## src/rtl/sccb_config_sequencer.sv

```systemverilog
// sccb_config_sequencer
// Walks a registered camera-init ROM from address 0 and turns every entry
// {reg, val} into one SCCB 3-phase write (DEV_ADDR, reg, val) on SIOC/SIOD.
// Entry 16'hFFF0 inserts a fixed wait and 16'hFFFF ends the table.
module sccb_config_sequencer #(
  parameter int unsigned CLK_FREQ     = 25_000_000,
  parameter int unsigned SCCB_FREQ    = 100_000,
  parameter logic [7:0]  DEV_ADDR     = 8'h42,
  parameter int unsigned DELAY_CYCLES = 250_000
) (
  input  logic        clk_i,
  input  logic        rst_ni,
  input  logic        start_i,
  output logic [7:0]  rom_addr_o,
  input  logic [15:0] rom_data_i,
  output logic        sioc_o,
  output logic        siod_oe_o,
  output logic        busy_o,
  output logic        done_o
);

  localparam int unsigned QTR_RAW = CLK_FREQ / (4 * SCCB_FREQ);
  localparam int unsigned QTR     = (QTR_RAW > 0) ? QTR_RAW : 1;
  localparam int unsigned GAP_CYC = 4 * QTR;
  localparam int unsigned CNT_MAX = (DELAY_CYCLES > GAP_CYC) ? DELAY_CYCLES : GAP_CYC;
  localparam int unsigned CW      = $clog2(CNT_MAX + 1);

  localparam logic [CW-1:0] QTR_LAST   = CW'(QTR - 1);
  localparam logic [CW-1:0] GAP_LAST   = CW'(GAP_CYC - 1);
  localparam logic [CW-1:0] DELAY_LAST = CW'(DELAY_CYCLES - 1);
  localparam logic [CW-1:0] FETCH_LAST = CW'(1);

  localparam logic [2:0] S_IDLE   = 3'd0;
  localparam logic [2:0] S_FETCH  = 3'd1;
  localparam logic [2:0] S_DECODE = 3'd2;
  localparam logic [2:0] S_XFER   = 3'd3;
  localparam logic [2:0] S_DELAY  = 3'd4;
  localparam logic [2:0] S_GAP    = 3'd5;
  localparam logic [2:0] S_FINISH = 3'd6;

  // Sub-phases of one SCCB write: start condition, 27 data bits, stop condition
  localparam logic [1:0] X_START = 2'd0;
  localparam logic [1:0] X_BITS  = 2'd1;
  localparam logic [1:0] X_STOP  = 2'd2;

  logic [2:0]    state_q, state_d;
  logic [CW-1:0] cnt_q, cnt_d;
  logic [1:0]    xph_q, xph_d;
  logic [1:0]    qidx_q, qidx_d;
  logic [4:0]    bit_q, bit_d;
  logic [7:0]    addr_q, addr_d;
  logic [15:0]   entry_q, entry_d;
  logic          busy_q, busy_d;
  logic          done_q, done_d;
  logic          sioc_q, sioc_d;
  logic          siod_oe_q, siod_oe_d;

  logic [1:0]    byte_sel;
  logic [3:0]    bit_mod;
  logic [3:0]    bit_idx;
  logic [7:0]    cur_byte;
  logic [8:0]    frame;

  // Sequencer control: walks states and advances the quarter/bit/address counters
  always_comb begin
    state_d = state_q;
    cnt_d   = cnt_q;
    xph_d   = xph_q;
    qidx_d  = qidx_q;
    bit_d   = bit_q;
    addr_d  = addr_q;
    entry_d = entry_q;
    busy_d  = busy_q;
    done_d  = done_q;
    case (state_q)
      S_IDLE: begin
        if (start_i) begin
          addr_d  = 8'd0;
          busy_d  = 1'b1;
          done_d  = 1'b0;
          cnt_d   = '0;
          state_d = S_FETCH;
        end
      end
      S_FETCH: begin
        if (cnt_q == FETCH_LAST) begin
          entry_d = rom_data_i;
          cnt_d   = '0;
          state_d = S_DECODE;
        end else begin
          cnt_d = cnt_q + CW'(1);
        end
      end
      S_DECODE: begin
        cnt_d  = '0;
        xph_d  = X_START;
        qidx_d = 2'd0;
        bit_d  = 5'd0;
        if (entry_q == 16'hFFFF) begin
          state_d = S_FINISH;
        end else if (entry_q == 16'hFFF0) begin
          state_d = S_DELAY;
        end else begin
          state_d = S_XFER;
        end
      end
      S_DELAY: begin
        if (cnt_q == DELAY_LAST) begin
          cnt_d   = '0;
          state_d = S_GAP;
        end else begin
          cnt_d = cnt_q + CW'(1);
        end
      end
      S_XFER: begin
        if (cnt_q == QTR_LAST) begin
          cnt_d = '0;
          case (xph_q)
            X_START: begin
              if (qidx_q == 2'd1) begin
                xph_d  = X_BITS;
                qidx_d = 2'd0;
                bit_d  = 5'd0;
              end else begin
                qidx_d = qidx_q + 2'd1;
              end
            end
            X_BITS: begin
              qidx_d = qidx_q + 2'd1;
              if (qidx_q == 2'd3) begin
                if (bit_q == 5'd26) begin
                  xph_d = X_STOP;
                end else begin
                  bit_d = bit_q + 5'd1;
                end
              end
            end
            default: begin
              if (qidx_q == 2'd2) begin
                qidx_d  = 2'd0;
                state_d = S_GAP;
              end else begin
                qidx_d = qidx_q + 2'd1;
              end
            end
          endcase
        end else begin
          cnt_d = cnt_q + CW'(1);
        end
      end
      S_GAP: begin
        if (cnt_q == GAP_LAST) begin
          cnt_d   = '0;
          addr_d  = addr_q + 8'd1;
          state_d = S_FETCH;
        end else begin
          cnt_d = cnt_q + CW'(1);
        end
      end
      S_FINISH: begin
        busy_d  = 1'b0;
        done_d  = 1'b1;
        state_d = S_IDLE;
      end
      default: begin
        state_d = S_IDLE;
      end
    endcase
  end

  // Bit selection: bit/9 picks the byte, 8 - bit%9 the position (position 0 is the released ninth bit)
  always_comb begin
    byte_sel = 2'(bit_d / 5'd9);
    bit_mod  = 4'(bit_d % 5'd9);
    bit_idx  = 4'd8 - bit_mod;
    case (byte_sel)
      2'd0:    cur_byte = DEV_ADDR;
      2'd1:    cur_byte = entry_q[15:8];
      default: cur_byte = entry_q[7:0];
    endcase
    frame = {cur_byte, 1'b1};
  end

  // Pin levels decoded from the next state so SIOC/SIOD come straight from flops
  always_comb begin
    sioc_d    = 1'b1;
    siod_oe_d = 1'b0;
    if (state_d == S_XFER) begin
      case (xph_d)
        X_START: begin
          sioc_d    = (qidx_d == 2'd0);
          siod_oe_d = 1'b1;
        end
        X_BITS: begin
          sioc_d    = qidx_d[1];
          siod_oe_d = ~frame[bit_idx];
        end
        default: begin
          sioc_d    = (qidx_d != 2'd0);
          siod_oe_d = (qidx_d != 2'd2);
        end
      endcase
    end
  end

  // State and output registers; reset releases the bus immediately
  always_ff @(posedge clk_i or negedge rst_ni) begin
    if (!rst_ni) begin
      state_q   <= S_IDLE;
      cnt_q     <= '0;
      xph_q     <= X_START;
      qidx_q    <= 2'd0;
      bit_q     <= 5'd0;
      addr_q    <= 8'd0;
      entry_q   <= 16'd0;
      busy_q    <= 1'b0;
      done_q    <= 1'b0;
      sioc_q    <= 1'b1;
      siod_oe_q <= 1'b0;
    end else begin
      state_q   <= state_d;
      cnt_q     <= cnt_d;
      xph_q     <= xph_d;
      qidx_q    <= qidx_d;
      bit_q     <= bit_d;
      addr_q    <= addr_d;
      entry_q   <= entry_d;
      busy_q    <= busy_d;
      done_q    <= done_d;
      sioc_q    <= sioc_d;
      siod_oe_q <= siod_oe_d;
    end
  end

  assign rom_addr_o = addr_q;
  assign sioc_o     = sioc_q;
  assign siod_oe_o  = siod_oe_q;
  assign busy_o     = busy_q;
  assign done_o     = done_q;

endmodule

```

## config.mk

```make
export PLATFORM = sky130hd
export DESIGN_NAME = sccb_config_sequencer
export DESIGN_NICKNAME = d
export VERILOG_FILES = /design/src/rtl/sccb_config_sequencer.sv
export SDC_FILE = /design/constraint.sdc
export NUM_CORES = 1
export LEC_CHECK = 0
export ABC_AREA = 1
export CORE_ASPECT_RATIO = 0.9
export CORE_MARGIN = 8
export CORE_UTILIZATION = 45
export CTS_BUF_LIST = sky130_fd_sc_hd__clkbuf_2 sky130_fd_sc_hd__clkbuf_4 sky130_fd_sc_hd__clkbuf_8
export CTS_CLUSTER_DIAMETER = 80
export DETAILED_ROUTE_END_ITERATION = 7
export PLACE_DENSITY = 0.75
export SYNTH_ARGS = -nofsm -noshare
export SYNTH_HDL_FRONTEND = slang
export SYNTH_SLANG_ARGS = --single-unit
```

## constraint.sdc

```tcl
create_clock -name clk_i -period 4.5 [get_ports clk_i]
set_input_delay 0.9 -clock clk_i [delete_from_list [all_inputs] [get_ports clk_i]]
set_output_delay 0.9 -clock clk_i [all_outputs]
set_load 0.03 [all_outputs]
```

# == Yosys cells after proc, flatten, opt, wreduce, memory -nomap -nowiden ==
# Index checks and enable logic that the tools add are counted.
# Widths: inputs -> output; s select.
# word_totals
reg_bits,58
out_inout_bits,12
# op_classes
addsub,5
div,2
order_cmp,1
eq_ne,23
n_mux,47
bitwise,1
n_reduce_logical,14
# ops
operator,count
$pmux 18 s6,1
$mux 18,5
$eq 16x16->1 const B,2
$pmux 8 s2,2
$mux 3,9
$mux 5,4
$pmux 5 s2,2
$add 18x1->18 const B,1
$eq 18x1->1 const B,1
$eq 18x18->1 const B,1
$eq 18x6->1 const B,1
$eq 18x8->1 const B,1
$pmux 3 s6,1
$mux 8,2
$pmux 2 s2,4
$mux 2,7
$eq 3x2->1 const B,3
$eq 3x3->1 const B,3
$add 8x1->8 const B,1
$eq 2x1->1 const B,4
$logic_not 2->1,4
$pmux 1 s2,4
$ne 2x2->1 const B,3
$reduce_and 2->1,3
other kinds (17),24

# == Longest topological paths before layout ==
# depth
word_depth,14
depth_mapped,32
ltp_nobuf,32

# == Least setup slack after synthesis ==
# Ideal clock, no wire load.
# synth_path
path_kind,reg-to-reg
startpoint,register cnt_q[1]
endpoint,"register siod_oe_q, in the netlist siod_oe_o"
setup_ps,130
arrival_ps,3173
setup_slack_ps,1197
stages_incl_launch_ff,33
path_buffers,0
period_less_slack_ps,3303
cell_sequence,dfrtp_1 inv_1 ha_1 nand2_1 nor2_4 nand3_4 nor2_8 nand2_4 nand2_4 nand3_4 nand2_4 inv_2 ha_1 inv_1 nand3_2 nand2_4 nor2_4 nand2_4 nand3_4 inv_2 nand2_1 nand2_1 inv_1 ha_1 xnor2_1 nand3b_1 nand2_1 nor2_1 nand2_1 nand2_1 nand2_1 nand2_1 a21oi_2
# synth_via
elab_chain_cells,11
elab_cells_between_ends,30
# synth_lines
element,line,text
from (decl),47,"logic [CW-1:0] cnt_q, cnt_d;"
from (signal assigned),222,cnt_q <= cnt_d;
$eq 18x6->1 (*),116,if (cnt_q == QTR_LAST) begin
$mux 5 (*),116,
$pmux 5 s2 (*),75,case (state_q)
named net bit_d[2],50,"logic [4:0] bit_q, bit_d;"
branches (longest 3 deep; another with $mod 5x4->5),--,
$bmux 1 s4 (*),196,siod_oe_d = ~frame[bit_idx];
$mux 1 (not written as such) (*),196,
$not 1->1 (*),196,
$pmux 1 s2 (*),189,case (xph_d)
$mux 1 (*),188,if (state_d == S_XFER) begin
named net siod_oe_d,56,"logic siod_oe_q, siod_oe_d;"
to (signal assigned),231,siod_oe_q <= siod_oe_d;
to (decl),56,
# Mark *: on every way through the listed nets, which the timed path passes. The select of a mux whose other input is x is not followed.
# A chain may end at the register's enable or synchronous reset.

# == Final worst setup path ==
# Ends and elaborated chain as after synthesis.

==> results.cfg <==
[status]
status = complete, no violations

[clock_network]
postCtsSetupBuffers = 0
cts_hold_buf = 0
cts.sinks = 58
htreeDepth = 3
cts.reportedPaths.clkPinSlew_ns = 0.07
cts_tree = built
cts_resized = 0
clock-root-buffer = clkbuf_8
insertion_delay_ns = 0.34
clockBufferDepth = 2
cts_buffers = 9

[power_and_ir_drop]
p_per_area_mw_per_mm2 = 215
ir_drop_v = 0.000136
sw_frac_of_total_pct = 24.1
leakagePower_nw = 2.26
power_frac_comb_pct = 3.4
clkPwrFrac_pct = 43.3
p_sw_w = 0.000242
p_seq_share_pct = 53.2
intPower_w = 0.000761

[synth]
synth_area_leader_cell = dfrtp_1
synth-main-ff-cell = dfrtp_1
synth_nets = 538
ys_async_sr_fraction_pct = 100
yosysWarnings = 0
synth_compound_area_share_pct = 10.9
synthAdderAreaFrac_pct = 4.02
yosysSeqAreaShare_pct = 35.9
synth_top_family_by_area = simple AND/OR/NAND/NOR gates
synth_edf_count = 0
syn_inst = 506
synth_cell_types = 51
yosysMostFrequentCell = nand2_1
syn_area_mm2 = 0.00405
synth_common_cells = nand2_1 (102), inv_1 (64), dfrtp_1 (57)
synth_xor_area_share_pct = 1.51
synth_top_area_share_pct = 35.2
syn_area_per_cell_um2 = 8.00
yosys-top-cells-area = dfrtp_1 (35%), nand2_1 (9.5%), inv_1 (5.9%), nand2_4 (4.7%), nor2_1 (4.3%)
ys_ff_latch = 58
synthSimpleGateAreaFrac_pct = 36.9
muxShareOfSynthArea_pct = 3.03

[grt]
grt_pass1_wl_um = 15100
gr-usage-all-layers_pct = 15.1
grt_remaining_overflow = 0
grt_pass1_vias = 3427
grt_max_degree = 59
antenna_found_initial = 0

[sta]
setup_viol = 0
tightest_slew_ns = 0.931
hold_violations = 0
setup_tns_ns = 0
relSlewSlack_pct = 37.7
fmax_mhz = 276
period_minus_slack_ns = 3.63
fin_crit_sh_pct = 80.6
whs_ns = 0.470
fin_ws_ns = 0.871
fin_skew_ns = 0.0142
rsz0062_at_grt = no
maxSlewViolCount = 0

[drt]
drt-initial-drc-count = 183
wire_per_inst_um = 12.8
vias = 3393
drtPass1Iterations = 4
via_per_inst = 5.05
antenna_left = 0
drt_wl_total_um = 8590
drc = 0

[critical_path]
crit_type = register to register
cp_max_fo = 7
cp_top_family = simple AND/OR/NAND/NOR gates
start_kind = register
cp.required_ns = 4.71
cp_data_arrival_time_ns = 3.84
end_kind = register
critPathMaxStageDelay_ns = 0.38
crit_path_frequent_cell = nand2_1
reg2regPathDepth = 32
path_depth = 32
cpMaxStageDelayCell = dfrtp_1
critPathBufInv = 5

[place]
gp_congestion = 0.873
place_area_mm2 = 0.00449
post-dp-hpwl_um = 6660
port_buffers = 30
dp_slack_ns = 0.868

[finish]
area_growth_pct = 15.4
drive_gt1_share_pct = 19.8
diodes = 0
postLayoutCellArea_mm2 = 0.00467
fin_nets = 577

[die]
initial_core_util_pct = 45.4
die_w_um = 116
design.die.area_mm2 = 0.0123
die_h_um = 106
coreArea_mm2 = 0.00892
num_io_pins = 31
rows = 33

[run]
maxCapViolations = 0

[min_path]
holdPathStages = 2
hp-class = register to register
final cells by class:
| class | count | area (um^2) |
|---|---|---|
| repair buffers | 31 | 303 |
| fillers | 866 | 4250 |
| multi-input cells | 366 | 2280 |
| clock buffers | 10 | 138 |
| well taps | 122 | 153 |
| flip-flops and latches | 58 | 1450 |
| clock inverters | 6 | 42.5 |
| inverters | 79 | 302 |
power groups by stage:
stage / sequential, W / clock, W / combinational [W]
4_1_cts: 0.000534 / 0.000445 / 0.0000359
3_3_place_gp: 0.000544 / 0 / 0.0000347
6_report: 0.000534 / 0.000435 / 0.0000345
3_5_place_dp: 0.000544 / 0 / 0.0000357
5_1_grt: 0.000535 / 0.000469 / 0.0000392
2_1_floorplan: 0.000542 / 0 / 0.00000777
through the flow:
step                total power, W  utilization [%]  instances
CTS                        0.00102             52.4        672
global route               0.00104             52.4        672
finish                     0.00100             52.4        672
detailed placement        0.000580             50.4        656
global placement          0.000578             50.4        656
floorplan                 0.000550                -        506
worst min-delay path, stage by stage (launching register included):
cell and delay, ns:
dfrtp_1 0.34, nand2_1 0.05, nand2_1 0.05
worst paths after layout:
check	start	end	slack, ns
setup / recovery	cnt_q[1]	siod_oe_o	0.87
hold / removal	done_o	done_o	0.47
setup reg to reg	cnt_q[1]	siod_oe_o	0.87
hold reg to reg	done_o	done_o	0.47
max in group asynchronous	rst_ni	qidx_q[0]	3.31
min in group asynchronous	rst_ni	cnt_q[10]	0.70
metal layers:
metal / share of wire (%) / track usage [%] / up-vias / wire [um]
met1: 47 / 18.7 / 1560 / 4040
met2: 46 / 24.5 / 82 / 3960
met4: 1.8 / 6.38 / 0 / 156
li1: - / - / 1740 / -
met3: 5.0 / 3.63 / 11 / 431
met5: 0 / 0 / - / 0
flip-flops by register name, summed over array words and instances, names as in the netlist:
signal / count
state_q: 3
rom_addr_o: 8
sioc_o: 1
siod_oe_o: 1
bit_q: 5
entry_q: 16
xph_q: 2
done_o: 1
qidx_q: 2
cnt_q: 18
busy_o: 1
placed cells by master, fill, tap and decap left out, types with 15 or more instances in the layout:
cell type / instances
nand2_1: 102
inv_1: 64
dfrtp_1: 57
nor2_1: 46
clkdlybuf4s50_1: 29
nand3_1: 24
a21oi_1: 18
nand2_4: 17
o21ai_0: 15
cell families (layout without fill, tap and decap cells):
logic type	Yosys count	count (layout)
AOI/OAI and AO/OA	68	68
and+or+nand+nor	267	267
adders and majority gates	13	13
buffers and inverters	82	126
muxes	11	11
xor gates and xnor gates	7	7
DFF	58	58
(Power assumes the default switching activity.)
